===== src/rtl/regfile_dump_engine_if.sv =====
// Output stream of the register dump engine: one register (or checksum) word per beat.
// master = dump engine, slave = sink.
interface regfile_dump_engine_if #(
    parameter int N      = 32,
    parameter int ADDR_W = 5
);
    logic              out_valid;
    logic              out_ready;
    logic [N-1:0]      out_data;
    logic [ADDR_W-1:0] out_addr;
    logic              out_last;

    modport master (output out_valid, output out_data, output out_addr, output out_last,
                    input  out_ready);
    modport slave  (input  out_valid, input  out_data, input  out_addr, input  out_last,
                    output out_ready);
endinterface


===== src/rtl/regfile_dump_engine.sv =====
// Read-side dump sequencer for the 32xN register file: reads register pairs via A1/A2 and
// streams them one per beat. Define REGDUMP_CHECKSUM_EN to append an XOR checksum beat.
module regfile_dump_engine #(
    parameter int N      = 32,
    parameter int ADDR_W = 5
) (
    input  logic              clk,
    input  logic              reset,
    input  logic              start,
    input  logic [ADDR_W-1:0] first_addr,
    input  logic [ADDR_W-1:0] last_addr,
    output logic              busy,
    output logic              done,
    output logic [ADDR_W-1:0] A1,
    output logic [ADDR_W-1:0] A2,
    input  logic [N-1:0]      RD1,
    input  logic [N-1:0]      RD2,
    regfile_dump_engine_if.master stream
);

`ifdef REGDUMP_CHECKSUM_EN
    localparam bit CSUM_EN = 1'b1;
`else
    localparam bit CSUM_EN = 1'b0;
`endif

    typedef enum logic [2:0] {IDLE, FETCH, SEND0, SEND1, CSUM, FIN} state_t;

    state_t            state;
    logic [N-1:0]      buf1;
    logic [ADDR_W-1:0] stop_addr;
    logic              handshake;
    logic              at_last;
`ifdef REGDUMP_CHECKSUM_EN
    logic [N-1:0]      csum;
`endif

    assign handshake = stream.out_valid && stream.out_ready;
    assign at_last   = (state == SEND0) ? (A1 == stop_addr) : (A2 == stop_addr);

    // The even word goes straight into out_data at the end of FETCH; only the odd word needs a buffer.
    always_ff @(posedge clk) begin
        if (reset) begin
            state            <= IDLE;
            busy             <= 1'b0;
            done             <= 1'b0;
            A1               <= '0;
            A2               <= '0;
            buf1             <= '0;
            stop_addr        <= '0;
            stream.out_valid <= 1'b0;
            stream.out_data  <= '0;
            stream.out_addr  <= '0;
            stream.out_last  <= 1'b0;
`ifdef REGDUMP_CHECKSUM_EN
            csum             <= '0;
`endif
        end else begin
            case (state)
                IDLE: begin
                    done <= 1'b0;
                    if (start) begin
                        stop_addr <= last_addr;
                        A1        <= first_addr;
                        A2        <= first_addr + ADDR_W'(1);
`ifdef REGDUMP_CHECKSUM_EN
                        csum      <= '0;
`endif
                        if (first_addr > last_addr) begin
`ifdef REGDUMP_CHECKSUM_EN
                            state            <= CSUM;
                            busy             <= 1'b1;
                            stream.out_valid <= 1'b1;
                            stream.out_data  <= '0;
                            stream.out_addr  <= '1;
                            stream.out_last  <= 1'b1;
`else
                            state <= FIN;
                            done  <= 1'b1;
`endif
                        end else begin
                            state <= FETCH;
                            busy  <= 1'b1;
                        end
                    end
                end
                FETCH: begin
                    buf1             <= RD2;
                    stream.out_data  <= RD1;
                    stream.out_addr  <= A1;
                    stream.out_last  <= !CSUM_EN && (A1 == stop_addr);
                    stream.out_valid <= 1'b1;
                    state            <= SEND0;
                end
                SEND0, SEND1: begin
                    if (handshake) begin
`ifdef REGDUMP_CHECKSUM_EN
                        csum <= csum ^ stream.out_data;
`endif
                        if (at_last) begin
`ifdef REGDUMP_CHECKSUM_EN
                            state           <= CSUM;
                            stream.out_data <= csum ^ stream.out_data;
                            stream.out_addr <= '1;
                            stream.out_last <= 1'b1;
`else
                            state            <= FIN;
                            stream.out_valid <= 1'b0;
                            stream.out_last  <= 1'b0;
                            done             <= 1'b1;
                            busy             <= 1'b0;
`endif
                        end else if (state == SEND0) begin
                            state           <= SEND1;
                            stream.out_data <= buf1;
                            stream.out_addr <= A2;
                            stream.out_last <= !CSUM_EN && (A2 == stop_addr);
                        end else begin
                            state            <= FETCH;
                            stream.out_valid <= 1'b0;
                            A1               <= A1 + ADDR_W'(2);
                            A2               <= A2 + ADDR_W'(2);
                        end
                    end
                end
                CSUM: begin
                    if (handshake) begin
                        state            <= FIN;
                        stream.out_valid <= 1'b0;
                        stream.out_last  <= 1'b0;
                        done             <= 1'b1;
                        busy             <= 1'b0;
                    end
                end
                FIN: begin
                    done  <= 1'b0;
                    state <= IDLE;
                end
                default: state <= IDLE;
            endcase
        end
    end

endmodule

===== src/flat_wrapper.sv =====
// flat-port wrapper written by rule: the top's interface ports become plain ports
module regfile_dump_engine_flat 
#(
    parameter int N      = 32,
    parameter int ADDR_W = 5
)
  (clk, reset, start, first_addr, last_addr, busy, done, A1, A2, RD1, RD2, stream_out_valid, stream_out_data, stream_out_addr, stream_out_last, stream_out_ready);
  regfile_dump_engine_if #(.N(N), .ADDR_W(ADDR_W)) stream_i ();
  input  logic clk;
  input  logic reset;
  input  logic start;
  input  logic [ADDR_W-1:0] first_addr;
  input  logic [ADDR_W-1:0] last_addr;
  output logic busy;
  output logic done;
  output logic [ADDR_W-1:0] A1;
  output logic [ADDR_W-1:0] A2;
  input  logic [N-1:0] RD1;
  input  logic [N-1:0] RD2;
  output wire logic [$bits(stream_i.out_valid)-1:0] stream_out_valid;
  output wire logic [$bits(stream_i.out_data)-1:0] stream_out_data;
  output wire logic [$bits(stream_i.out_addr)-1:0] stream_out_addr;
  output wire logic [$bits(stream_i.out_last)-1:0] stream_out_last;
  input wire logic [$bits(stream_i.out_ready)-1:0] stream_out_ready;
  assign stream_out_valid = stream_i.out_valid;
  assign stream_out_data = stream_i.out_data;
  assign stream_out_addr = stream_i.out_addr;
  assign stream_out_last = stream_i.out_last;
  assign stream_i.out_ready = stream_out_ready;
  regfile_dump_engine #(.N(N), .ADDR_W(ADDR_W)) u_core (.clk(clk), .reset(reset), .start(start), .first_addr(first_addr), .last_addr(last_addr), .busy(busy), .done(done), .A1(A1), .A2(A2), .RD1(RD1), .RD2(RD2), .stream(stream_i));
endmodule

===== config.mk =====
export PLATFORM = sky130hd
export DESIGN_NAME = regfile_dump_engine_flat
export DESIGN_NICKNAME = d
export VERILOG_FILES = /design/src/rtl/regfile_dump_engine_if.sv /design/src/rtl/regfile_dump_engine.sv /design/src/flat_wrapper.sv
export SDC_FILE = /design/constraint.sdc
export NUM_CORES = 1
export LEC_CHECK = 0
export ABC_AREA = 1
export CAP_MARGIN = 20
export CORE_UTILIZATION = 49
export CTS_BUF_LIST = sky130_fd_sc_hd__clkbuf_4 sky130_fd_sc_hd__clkbuf_8
export DETAILED_ROUTE_END_ITERATION = 12
export HOLD_SLACK_MARGIN = 0.03
export PLACE_DENSITY = 0.8
export SLEW_MARGIN = 30
export SYNTH_ARGS = -nofsm -noshare
export SYNTH_HDL_FRONTEND = slang
export SYNTH_SLANG_ARGS = --single-unit

===== constraint.sdc =====
create_clock -name clk -period 1.79 [get_ports clk]
set_clock_uncertainty 0.15 [all_clocks]
set_input_delay 0.179 -clock clk [delete_from_list [all_inputs] [get_ports clk]]
set_output_delay 0.179 -clock clk [all_outputs]
set_load 0.02 [all_outputs]

==> run_results.csv <==
group,metric,value,unit
critical_path,critPathArrivalTime,1850,ps
floorplanning,num_io_pins,129,
final_layout,utilization,73.2,%
floorplanning,die_area,9320,um2
placement,dp_cells,856,
routing,drt-initial-drc-count,199,
routing,viasPerCell,5.18,
timing,drv_slew,0,
floorplanning,start_util,50.4,%
global_route,grtUsageTotal,25.5,%
yosys,yosys.area.top_type,"dfxtp_1",
run_status,status,"completed",
cts,cts.clk_slew.worst_paths,100,ps
yosys,yosysWarnings,0,
yosys,syn_nets,710,
routing,drt-pass1-iter-count,5,
cts,clk_latency,350,ps
job,maxCapViolCount,0,
final_layout,final_area,6360,um2
timing,period_minus_slack,1760,ps
yosys,async_flop_share,0,%
yosys,syn_inst,624,
timing,hold_viol,0,
global_route,grt_start_max_net_pins,49,
placement,port-buffer-count,128,
placement,place.gp.congestion,0.934,
global_route,grt_pass1_vias,4179,
timing,finalCritPeriodShare,98.5,%
global_route,grt_overflow_total,0,
placement,pre_cts_slack,-188,ps
power,ir_worst_vdd,1080,uV
final_layout,final_net_count,857,
routing,drt-total-wl,12800,um
cts,hold_buffers,0,
yosys,syn-cell-area,4380,um2
final_layout,area_delta_synth_final,45.2,%
yosys,synth_top_area_share,41.6,%
worst_hold_path,hold_path.class,"in2reg",
critical_path,crit_fanout,7,
routing,wl_per_cell,14.5,um
routing,antenna_left,0,
floorplanning,dieHeight,96.5,um
floorplanning,rows,34,
power,finalPower,11.3,mW
power,power_leakage,2.56,nW
critical_path,required,1870,ps
cts,cts_tree,"yes",
cts,htreeDepth,3,
global_route,grt_pass1_wl,18600,um
yosys,seq_area_frac_synth,41.6,%
floorplanning,core,8680,um2
yosys,ys.flop_type,"dfxtp_1",
timing,tightest_slew,413,ps
placement,place_area,5850,um2
placement,dp_hpwl,8330,um
cts,cts_sinks,91,
critical_path,cp-end-kind,"flip-flop",
global_route,antenna_found_initial,0,
timing,timing.fmax,0.567,GHz
critical_path,cp-start-kind,"flip-flop",
cts,cts-root-buf,"clkbuf_8",
floorplanning,die_w,96.5,um
timing,fin_ws,26.7,ps
timing,finalSetupViolCount,0,
yosys,synthTopCellsByArea,"dfxtp_1, nand2_1, o21ai_0, a21oi_1, inv_1",
yosys,synth.top_cells.by_count,"nand2_1, dfxtp_1, o21ai_0",
cts,clockBufferDepth,2,
yosys,synth_edf_count,0,
yosys,synth.distinct_cells,33,
timing,maxSlewHeadroom,72.4,%
routing,vias,4583,
yosys,ys_ff_latch,91,
routing,drc,0,
final_layout,fillCellCount,697,
yosys,yosysMostFrequentCell,"nand2_1",
final_layout,final_cells,884,
power,powerDensity,1770,nW/um2
final_layout,num_antenna_cells,0,
timing,rsz0062_at_grt,"yes",
critical_path,crit_type,"reg2reg",
cts,cts-buffers-inserted,9,
final_layout,layout-drive-gt1-share,15.2,%
yosys,syn_area_per_cell,7.02,um2
-- routing by layer --
layer	routed length, um	part of all wire (%)	vias to the layer above	global-route usage, %
met1	5490	43	2083	31.7
met4	274	2.1	0	9.93
li1	-	-	2306	-
met3	720	5.6	21	4.15
met5	0	0	-	0
met2	6300	49	173	43.9
-- area by class of cell --
class | count | area (um2) | share of cell area (%)
Multi-Input combinational cell | 432 | 2270 | 35.6
Tap cell | 108 | 135 | 2.13
Clock inverter | 5 | 60.1 | 0.945
Clock buffer | 11 | 151 | 2.38
Timing Repair Buffer | 166 | 1630 | 25.6
Sequential cell | 91 | 1840 | 29.0
Inverter | 71 | 274 | 4.31
-- layout by cell type, fill, tap and decap left out, types with 2 or more instances in the layout --
cell type	Yosys	routed
a21oi_1	76	75
buf_12	0	2
inv_4	1	3
nand3_1	18	18
inv_2	7	6
dfxtp_1	91	79
xor2_1	3	2
nand2_8	1	6
clkbuf_16	0	2
xnor2_1	5	5
dlygate4sd2_1	0	4
a21oi_2	11	12
o21ai_1	3	3
o21a_1	2	2
buf_4	2	31
clkbuf_8	0	11
clkdlybuf4s50_1	0	123
inv_1	63	62
nor2_2	3	4
dfxtp_2	0	10
buf_6	3	3
nor2_1	25	21
nand2_1	173	165
ha_1	8	8
nor2_4	1	4
nor3_1	2	2
o21ai_0	80	80
nand2_2	4	12
dfxtp_4	0	2
nand4_1	5	5
-- final timing paths --
kind / end / from / cells past startpoint / slack (ps)
setup / recovery: u_core.stream.out_data[31] / u_core.stop_addr[0] / 9 / 30
hold / removal: u_core.stream.out_data[11] / reset / 3 / 100
setup reg to reg: u_core.stream.out_data[31] / u_core.stop_addr[0] / 9 / 30
hold reg to reg: u_core.buf1[28] / u_core.buf1[28] / 2 / 300
-- logic make-up (layout without fill, tap and decap cells) --
| family | count (synthesis) | count (layout) | synth area share (%) |
|---|---|---|---|
| adders and majority gates | 8 | 8 | 2.29 |
| xor gates and xnor gates | 8 | 8 | 1.60 |
| and+or+nand+nor | 237 | 240 | 22.8 |
| AOI/OAI and AO/OA | 176 | 176 | 21.6 |
| DFF | 91 | 91 | 41.6 |
| buffers and inverters | 104 | 253 | 10.1 |
-- through the flow --
step                      TNS [ps]  hold WS (ps)
after floorplan                  0           164
after global placement        -276           282
after detailed placement     -1300           289
after CTS                        0          94.3
after global routing          -278           118
final                            0           105
-- report_power, final --
group,leakage (nW),total [mW],switching (mW),internal [mW]
Sequential,0.750,3.18,0.407,2.78
Combinational,1.70,6.59,3.96,2.63
Clock,0.106,1.48,0.753,0.728
-- timing repair --
item	4_1_cts	5_1_grt
setup endpoints to repair	41	41
hold endpoints to repair	0	0
cloned	1	5
pin swaps	1	9
setup buffers	0	6
resized for setup	7	40
-- worst max-delay path, stage by stage (launching register included) --
cell       delay, ps
dfxtp_4          380
xor2_4           180
nor2_4           160
nand3_4          120
nand2_8          130
a21oi_4           80
buf_12           150
clkbuf_16        160
nand2_1           60
a21oi_1           60
-- registers in the layout, summed over array words and instances, names as in the netlist --
register	count
u_core.buf1	32
u_core.stream.out_data	32
u_core.A1	5
u_core.A2	5
u_core.stop_addr	5
u_core.stream.out_addr	5
u_core.state	3
u_core.busy	1
u_core.done	1
u_core.stream.out_last	1
u_core.stream.out_valid	1
Note: power is estimated with default switching activity, not from simulation.
